File: config.mk
export PLATFORM = sky130hd
export DESIGN_NAME = fifo_write_arbiter
export DESIGN_NICKNAME = d
export VERILOG_FILES = /design/src/rtl/fifo_write_arbiter.sv
export SDC_FILE = /design/constraint.sdc
export NUM_CORES = 1
export LEC_CHECK = 0
export CORE_UTILIZATION = 23
export DETAILED_ROUTE_END_ITERATION = 12
export GPL_TIMING_DRIVEN = 0
export PLACE_DENSITY_LB_ADDON = 0.05
export SLEW_MARGIN = 20
export SYNTH_ARGS = -nofsm -noshare
export SYNTH_HDL_FRONTEND = slang
export SYNTH_SLANG_ARGS = --single-unit
File: constraint.sdc
create_clock -name clk_i -period 1.95 [get_ports clk_i]
set_input_delay 0.195 -clock clk_i [delete_from_list [all_inputs] [get_ports clk_i]]
set_output_delay 0.195 -clock clk_i [all_outputs]
set_load 0.01 [all_outputs]
File: src/rtl/fifo_write_arbiter.sv
// Round-robin write arbiter feeding one shared FIFO, with zero-latency handshake.
// Define FIFO_ARB_BURST_LOCK_EN to let a requester hold the grant for bursts of up to MAX_BURST words.
module fifo_write_arbiter #(
    parameter int DATA_WIDTH = 32,
    parameter int N_REQ      = 4,
    parameter int MAX_BURST  = 8
) (
    input  logic                          clk_i,
    input  logic                          rst_i,
    input  logic                          clk_en_i,
    input  logic [N_REQ-1:0]              req_valid_i,
    input  logic [N_REQ*DATA_WIDTH-1:0]   req_data_i,
    input  logic [N_REQ-1:0]              req_lock_i,
    output logic [N_REQ-1:0]              req_ready_o,
    input  logic                          fifo_full_i,
    output logic                          fifo_write_o,
    output logic [DATA_WIDTH-1:0]         fifo_wr_data_o,
    output logic [N_REQ-1:0]              grant_o,
    output logic [$clog2(N_REQ)-1:0]      grant_id_o
);
    localparam int IW = $clog2(N_REQ);
    localparam logic [0:0] ST_ARB    = 1'b0;
    localparam logic [0:0] ST_LOCKED = 1'b1;

    logic [0:0]    state;
    logic [IW-1:0] owner;
    logic [IW-1:0] last;
    logic          arb_hit;
    logic [IW-1:0] arb_id;
    logic          has_grant;
    logic [IW-1:0] gid;
    logic          xfer;

    // Walk downward so the nearest valid index after last is the one that sticks.
    always_comb begin
        arb_hit = 1'b0;
        arb_id  = '0;
        for (int k = N_REQ; k >= 1; k--) begin
            if (req_valid_i[(int'(last) + k) % N_REQ]) begin
                arb_hit = 1'b1;
                arb_id  = IW'((int'(last) + k) % N_REQ);
            end
        end
    end

    always_comb begin
        has_grant = 1'b0;
        gid       = '0;
        if (!rst_i) begin
            if (state == ST_LOCKED) begin
                has_grant = 1'b1;
                gid       = owner;
            end else begin
                has_grant = arb_hit;
                gid       = arb_id;
            end
        end
    end

    assign xfer = has_grant && clk_en_i && !fifo_full_i && req_valid_i[gid];

    always_comb begin
        grant_o = '0;
        if (has_grant)
            grant_o[gid] = 1'b1;
    end

    assign grant_id_o     = gid;
    assign fifo_write_o   = xfer;
    assign req_ready_o    = xfer ? grant_o : '0;
    assign fifo_wr_data_o = has_grant ? req_data_i[gid*DATA_WIDTH +: DATA_WIDTH] : '0;

    always_ff @(posedge clk_i) begin
        if (rst_i)
            last <= IW'(N_REQ - 1);
        else if (xfer)
            last <= gid;
    end

`ifdef FIFO_ARB_BURST_LOCK_EN
    localparam int CW = $clog2(MAX_BURST + 1);
    logic [CW-1:0] burst_cnt;

    // last already tracks the owner from the locking transfer onward, so exits need no fix-up.
    always_ff @(posedge clk_i) begin
        if (rst_i) begin
            state     <= ST_ARB;
            owner     <= '0;
            burst_cnt <= '0;
        end else if (clk_en_i) begin
            case (state)
                ST_ARB: begin
                    if (xfer && req_lock_i[gid]) begin
                        state     <= ST_LOCKED;
                        owner     <= gid;
                        burst_cnt <= CW'(1);
                    end
                end
                default: begin
                    if (xfer) begin
                        if (!req_lock_i[owner] || burst_cnt == CW'(MAX_BURST - 1)) begin
                            state     <= ST_ARB;
                            burst_cnt <= '0;
                        end else begin
                            burst_cnt <= burst_cnt + CW'(1);
                        end
                    end else if (!req_lock_i[owner] && !req_valid_i[owner]) begin
                        state     <= ST_ARB;
                        burst_cnt <= '0;
                    end
                end
            endcase
        end
    end
`else
    assign state = ST_ARB;
    assign owner = '0;
`endif

endmodule

# Word-level counts from Yosys, hierarchy flattened
# Index checks and enable logic that the tools add are counted.
# op_classes
addsub,4
magnitude_cmp,6
shift,1
mux,29
bitwise_logic,4
reduce_logical,9
# op_table
cell,n
$shiftx A128 B8 Y32,1
$mux W32,1
$lt A3 B4 Y1 const B,4
$mux W1,15
$bmux W1 S2,5
$mux W2,5
$mux W4,2
$reduce_or A2 Y1,4
$add A2 B1 Y2 const B,2
$add A2 B2 Y2 const B,2
$and A1 B1 Y1 const A,4
$logic_and A1 B1 Y1,4
$lt A2 B3 Y1 const B,1
$demux W1 S2,1
$ge A2 B1 Y1 const B,1
$logic_not A1 Y1,1
# word_totals
reg_bits,2
in_bits,140

# Longest topological paths before layout
# Gate-level depths: netlist of run 1.
# depth
ltp_word,17
mapped_depth,7

# Worst setup path after synthesis of run 1
# Ideal clock, no wire load.
# synth_timing
path_kind,flip-flop to output port
startpoint,register last[1]
endpoint,output port req_ready_o[1]
arrival_time_ns,1.478
path_slack_ns,0.277
stages_incl_launch_ff,8
path_buffers,2
cell_sequence,dfxtp_1 > mux2i_1 > o22a_1 > o21a_1 > buf_6 > buf_6 > nor3b_2 > and2_1
# synth_between
elab_chain_len,15
# synth_rtl
element,line_no,rtl
from (decl),27,logic [IW-1:0] last;
from (signal assigned),75,last <= IW'(N_REQ - 1);
from (signal assigned),77,last <= gid;
$add A2 B1 Y2,"39, 41",
$bmux W1 S2,39,if (req_valid_i[(int'(last) + k) % N_REQ]) begin
$mux W1 (implied by the code) (2 in series),39,
$mux W2 (4 in series),39,
$mux W2,49,if (!rst_i) begin
$lt A2 B3 Y1 (implied by the code) or $ge A2 B1 Y1 (tied branches),65,grant_o[gid] = 1'b1;
$logic_and A1 B1 Y1 (implied by the code),65,
$mux W1 (implied by the code),65,
$demux W1 S2,65,
$mux W4 *,64,if (has_grant)
net grant_o[1],18,"output logic [N_REQ-1:0] grant_o,"
$mux W4 *,70,assign req_ready_o = xfer ? grant_o : '0;
to (decl),14,"output logic [N_REQ-1:0] req_ready_o,"
# The timed path passes the listed nets; every way through them passes the cells marked *. The select of a mux whose other input is x is not followed.

# Worst setup path after layout of run 1
# layout_timing
startpoint,register last[1]
endpoint,output port fifo_wr_data_o[6]
# layout_between
elab_chain_len,11
# layout_rtl
element,line_no,rtl
$add A2 B1 Y2,"39, 41",
$bmux W1 S2,39,
$mux W1 (implied by the code) (2 in series),39,
$mux W2 (4 in series),39,
$mux W2,49,
$shiftx A128 B8 Y32,71,assign fifo_wr_data_o = has_grant ? req_data_i[gid*DATA_WIDTH +: DATA_WIDTH] : '0;
$mux W32 *,71,
to (decl),17,"output logic [DATA_WIDTH-1:0] fifo_wr_data_o,"
# Mark *: on every way between the ends. The rest lies on a longest branch, timed or not. The select of a mux whose other input is x is not followed.

==> impl_metrics.yaml, run 1 <==
setup_path:
  cp-end-kind: "primary output"
  path_class: "register to primary output"
  startpoint_type: "register"
  critical_path_required_ns: 1.75
  arrival_ns: 1.92
  r2r_slack_ns: 0.30
  r2r.worst_path.cells: 7
  crit_chain: "mux2i_1 > o22a_1 > o21a_4 > buf_12 > buf_4 > buf_12 > mux2i_1 > o22ai_1 > buf_2"
  slowest_delay_ns: 0.36
  startpoint: "last[1]"
  r2r_start: "last[1]"
  crit_slowest_cell: "dfxtp_4"
  critPathMaxFanout: 6
logic_synthesis:
  netlist_area_um2: 1180
  synth_area_leader_cell: "mux2i_1"
  synth_top_cells_by_area: "mux2i_1 55%, o22ai_1 17%, buf_4 3.8%"
  postSynthCellCount: 147
  ys_ff_latch: 2
  synth.avg_cell_area_um2: 8.01
  ys_seq_area_frac: 0.0340
  synth_warnings: 0
  synth_cell_type_count: 25
  synth_top_area_frac: 0.553
  synth_nets: 287
clocking:
  cts_buffer_depth: 2
  insertion_delay_ns: 0.21
  cts_tree: "built"
  htreeDepth: 1
  cts_sinks: 2
  clk_pin_slew_worst_paths_ns: 0.03
  cts-buffers-inserted: 3
  cts_root_buffer: "clkbuf_8"
sta:
  drv_slew: 0
  worst_slack_ns: -0.164
  worst_slew_pin_slew_ns: 0.552
  layout_min_cycle_time_ns: 2.11
  post-route-period-util: 1.08
  hold_slack_ns: 0.553
  tns_ns: -3.63
  fin_skew_ns: 0.00487
  fmax_mhz: 473
  hold_viol_final: 0
  maxSlewHeadroom: 0.628
  finalSetupViolCount: 36
  rsz0062_at_grt: "yes"
pwr:
  switching_share: 0.339
  p_switching_mw: 0.434
  p_leak_nw: 1.70
  intPower_mw: 0.845
  combPwrFrac: 0.836
  pwr-share-clk: 0.128
  p_total_mw: 1.28
  powerDensity_nw_per_um2: 360
  max-vdd-ir-drop_v: 0.000184
  seq_power_share: 0.036
finish:
  fillCellCount: 395
  antenna_cells: 0
  final_cell_mix: "131 x clkdlybuf4s50_1, 53 x mux2i_1, 39 x buf_2, 26 x o22ai_1, 13 x buf_4"
  largestRegisters: "last (2)"
  max_flop_register: "last"
  largest_reg_flops: 2
  layout_commonest_cell: "clkdlybuf4s50_1"
  syn_to_final_growth_pct: 202
  layout.nets: 497
  drive_above_1_share: 0.335
place:
  hpwl_um: 4840
  io_buffers: 178
  place_congestion: 0.762
routing:
  initialDrtViolationCount: 49
  wl_per_cell_um: 16.1
  drcViolationCount: 0
  vias: 2046
  ant_nets: 0
  vias_per_cell: 4.85
  first_pass_iters: 6
  wl_um: 6790
floorplan:
  die_x_um: 73.5
  pin_count: 183
  coreArea_um2: 4820
  start_util: 0.244
  dieHeight_um: 73.5
  rows: 25
  dieArea_um2: 5410
flow_run:
  drv_cap: 0
grt:
  grt_max_degree: 11
  grt_pass1_wl_um: 9860
  antenna_found_initial: 0
  grt_use_total: 0.236
  grt_overflow: 0
  first_global_vias: 2064
worst_hold_path:
  min_from: "rst_i"
  hp-class: "input pin to register"
  holdPathStages: 2
status:
  status: "finished with violations"
  violations: "negative setup slack"
==> synthesized netlist by cell type <==
master    instances
nor3_1            2
nor2b_1           1
a21o_1            1
nand2b_1          3
mux2i_1          65
a211o_1           2
or2_1             1
nand3b_1          1
a21boi_1          1
o21a_1            1
a21oi_1           3
o22a_1            1
nand2_1           1
a31oi_1           1
buf_6             2
inv_1             3
buf_4             6
dfxtp_1           2
clkbuf_1          3
o21ai_0           1
nor3b_2           1
and2_1            1
buf_2             4
nor2_1            8
o22ai_1          32
==> stage by stage <==
| stage | worst slack (ns) | util | std cells | area [um^2] |
|---|---|---|---|---|
| 6_report | -0.164 | 0.738 | 422 | 3560 |
| 2_1_floorplan | 0.277 | - | 147 | 1180 |
| 5_1_grt | -0.321 | 0.738 | 422 | 3560 |
| 3_5_place_dp | -0.680 | 0.632 | 392 | 3040 |
| 3_3_place_gp | -0.672 | 0.632 | 392 | 3040 |
| 4_1_cts | -0.201 | 0.715 | 421 | 3450 |
==> final cells by class <==
cell class	instances	area, um^2	share of cell area
repair buffers	206	1930	0.542
multi-input cells	127	1230	0.346
plain buffers	14	220	0.0619
well taps	67	83.8	0.0236
flip-flops and latches	2	43.8	0.0123
clock buffers	3	41.3	0.0116
inverters	3	11.3	0.00317
==> power by group through the flow <==
stage	registers, mW	clock network, mW	logic, mW
detailed placement	0.0473	0	0.865
CTS	0.0458	0.165	1.03
global placement	0.0472	0	0.860
finish	0.0461	0.164	1.07
global route	0.0465	0.173	1.13
floorplan	0.0464	0	0.364
==> worst paths after layout <==
| path | endpoint |
|---|---|
| setup / recovery | fifo_wr_data_o[6] |
| hold / removal | last[1] |
| setup reg to reg | last[0] |
| hold reg to reg | last[0] |
==> cells by family (layout without fill, tap and decap cells) <==
logic type             after synthesis  in the layout  share of synthesized area
muxes                               65             65                      0.553
AOI/OAI and AO/OA                   43             43                      0.234
and+or+nand+nor                     19             19                     0.0861
buffers and inverters               18            226                     0.0935
DFF                                  2              2                     0.0340
==> timing repair <==
| action | 4_1_cts | 5_1_grt |
|---|---|---|
| buffers inserted | 20 | 6 |
| gates resized for setup | 233 | 48 |
| setup endpoints to repair | 43 | 43 |
| gates cloned | 6 | 1 |
| pin swaps | 24 | 17 |
| hold buffers | 0 | 0 |
==> worst max-delay path, delay by kind of cell (launching register included) <==
kind,cells,cell delay [ns]
muxes,2,0.39
DFF,1,0.36
buffers and inverters,4,0.51
AOI/OAI and AO/OA,3,0.44
==> routing by layer <==
layer / global-route usage / share of wire
met2: 0.448 / 0.53
met5: 0 / 0
met4: 0.0577 / 0.013
met3: 0.0741 / 0.085
met1: 0.251 / 0.37
No activity file was read; power rests on OpenSTA's default activity.
==> run 2: changes to the inputs <==
--- a/config.mk
+++ b/config.mk
@@ -5,9 +5,11 @@
 export SDC_FILE = /design/constraint.sdc
 export NUM_CORES = 1
 export LEC_CHECK = 0
+export CAP_MARGIN = 40
 export CORE_UTILIZATION = 23
 export DETAILED_ROUTE_END_ITERATION = 12
 export GPL_TIMING_DRIVEN = 0
+export MAX_ROUTING_LAYER = met4
 export PLACE_DENSITY_LB_ADDON = 0.05
 export SLEW_MARGIN = 20
 export SYNTH_ARGS = -nofsm -noshare
==> impl_metrics.yaml, run 2 (synthesized netlist as in run 1, its figures left out) <==
status:
  status: "finished with violations"
  violations: "negative setup slack"
sta:
  post-route-period-util: 1.08
  layout_min_cycle_time_ns: 2.12
  fmax_mhz: 473
  hold_viol_final: 0
  maxSlewHeadroom: 0.632
  fin_skew_ns: 0.00516
  worst_slack_ns: -0.165
  worst_slew_pin_slew_ns: 0.546
  drv_slew: 0
  finalSetupViolCount: 37
  rsz0062_at_grt: "yes"
place:
  place_area_um2: 3040
  place_congestion: 0.772
  io_buffers: 178
  hpwl_um: 4840
  place_inst: 392
worst_hold_path:
  holdPathStages: 2
  hp-class: "input pin to register"
clocking:
  cts_root_buffer: "clkbuf_8"
  cts_tree: "built"
  clk_pin_slew_worst_paths_ns: 0.03
  cts-buffers-inserted: 3
  htreeDepth: 1
  cts_buffer_depth: 2
  insertion_delay_ns: 0.21
  cts_sinks: 2
finish:
  layout.nets: 497
  max_flop_register: "last"
  antenna_cells: 0
  layout_commonest_cell: "clkdlybuf4s50_1"
  largest_reg_flops: 2
  design_area_um2: 3560
  final_cell_mix: "131 x clkdlybuf4s50_1, 53 x mux2i_1, 39 x buf_2, 26 x o22ai_1, 13 x buf_4"
  fillCellCount: 395
  drive_above_1_share: 0.335
  largestRegisters: "last (2)"
  stdcell_count: 422
  syn_to_final_growth_pct: 202
setup_path:
  arrival_ns: 1.92
  critical_path_required_ns: 1.75
  cp-end-kind: "primary output"
  critPathMaxFanout: 6
  path_class: "register to primary output"
  r2r.worst_path.cells: 7
  startpoint_type: "register"
floorplan:
  start_util: 0.244
  die_x_um: 73.5
  coreArea_um2: 4820
  pin_count: 183
  dieArea_um2: 5410
  dieHeight_um: 73.5
  rows: 25
pwr:
  max-vdd-ir-drop_v: 0.000184
  powerDensity_nw_per_um2: 360
  p_total_mw: 1.28
  p_leak_nw: 1.70
routing:
  ant_nets: 0
  initialDrtViolationCount: 68
  first_pass_iters: 4
  wl_per_cell_um: 16.1
  vias_per_cell: 4.82
  wl_um: 6790
  vias: 2036
  drcViolationCount: 0
grt:
  antenna_found_initial: 0
  grt_max_degree: 11
  first_global_vias: 2069
  grt_overflow: 0
  grt_use_total: 0.243
  grt_pass1_wl_um: 9840
flow_run:
  drv_cap: 0
==> run 2: what timing repair did <==
| item | in CTS | in global routing |
|---|---|---|
| pin swaps | 24 | 17 |
| gates cloned | 6 | 1 |
| resized for setup | 233 | 48 |
| setup endpoints to repair | 43 | 43 |
| hold buffers | 0 | 0 |
| buffers inserted | 20 | 6 |
==> run 2: where the power goes <==
part           leakage, nW  switching, mW  internal, mW
clock               0.0216         0.0336         0.131
sequential          0.0164        0.00307        0.0430
combinational         1.66          0.398         0.672
total                 1.70          0.435         0.846
==> run 2: path summary, 6_finish.rpt <==
path	startpoint	to	slack, ns
hold / removal	rst_i	last[1]	0.56
setup reg to reg	last[1]	last[0]	0.30
hold reg to reg	last[0]	last[0]	0.59
setup / recovery	last[1]	fifo_wr_data_o[6]	-0.17
==> run 2: per-layer routing <==
layer / share of wire / track usage / wire length [um]
met1: 0.38 / 0.259 / 2570
met5: 0 / - / 0
met3: 0.077 / 0.0576 / 525
met4: 0.011 / 0.0534 / 78
met2: 0.53 / 0.451 / 3620
==> run 2: final cells by class <==
| type | count | area [um^2] | area share |
|---|---|---|---|
| timing repair buffer | 206 | 1930 | 0.542 |
| multi-input combinational | 127 | 1230 | 0.346 |
| buffer | 14 | 220 | 0.0619 |
| tap | 67 | 83.8 | 0.0236 |
| sequential | 2 | 43.8 | 0.0123 |
| clock buffer | 3 | 41.3 | 0.0116 |
| inverter | 3 | 11.3 | 0.00317 |
==> run 2: worst max-delay path, stage by stage (launching register included) <==
cell,delay [ns]
dfxtp_4,0.36
mux2i_1,0.19
o22a_1,0.17
o21a_4,0.17
buf_12,0.13
buf_4,0.12
buf_12,0.11
mux2i_1,0.20
o22ai_1,0.10
buf_2,0.15
==> run 2: metrics by stage <==
step | hold slack [ns] | TNS, ns | utilization | worst slack, ns
floorplan | 0.289 | 0 | - | 0.277
global placement | 0.525 | -24.65 | 0.632 | -0.672
detailed placement | 0.532 | -25.18 | 0.632 | -0.680
CTS | 0.537 | -5.64 | 0.715 | -0.201
global route | 0.581 | -7.04 | 0.738 | -0.321
finish | 0.560 | -3.64 | 0.738 | -0.165
==> run 3: changes to the inputs <==
--- a/config.mk
+++ b/config.mk
@@ -5,6 +5,7 @@
 export SDC_FILE = /design/constraint.sdc
 export NUM_CORES = 1
 export LEC_CHECK = 0
+export ABC_CLOCK_PERIOD_IN_PS = 1950
 export CAP_MARGIN = 40
 export CORE_UTILIZATION = 23
 export DETAILED_ROUTE_END_ITERATION = 12
==> results of run 3 <==
The final DEF is identical to that of run 2; final timing and power are the same.
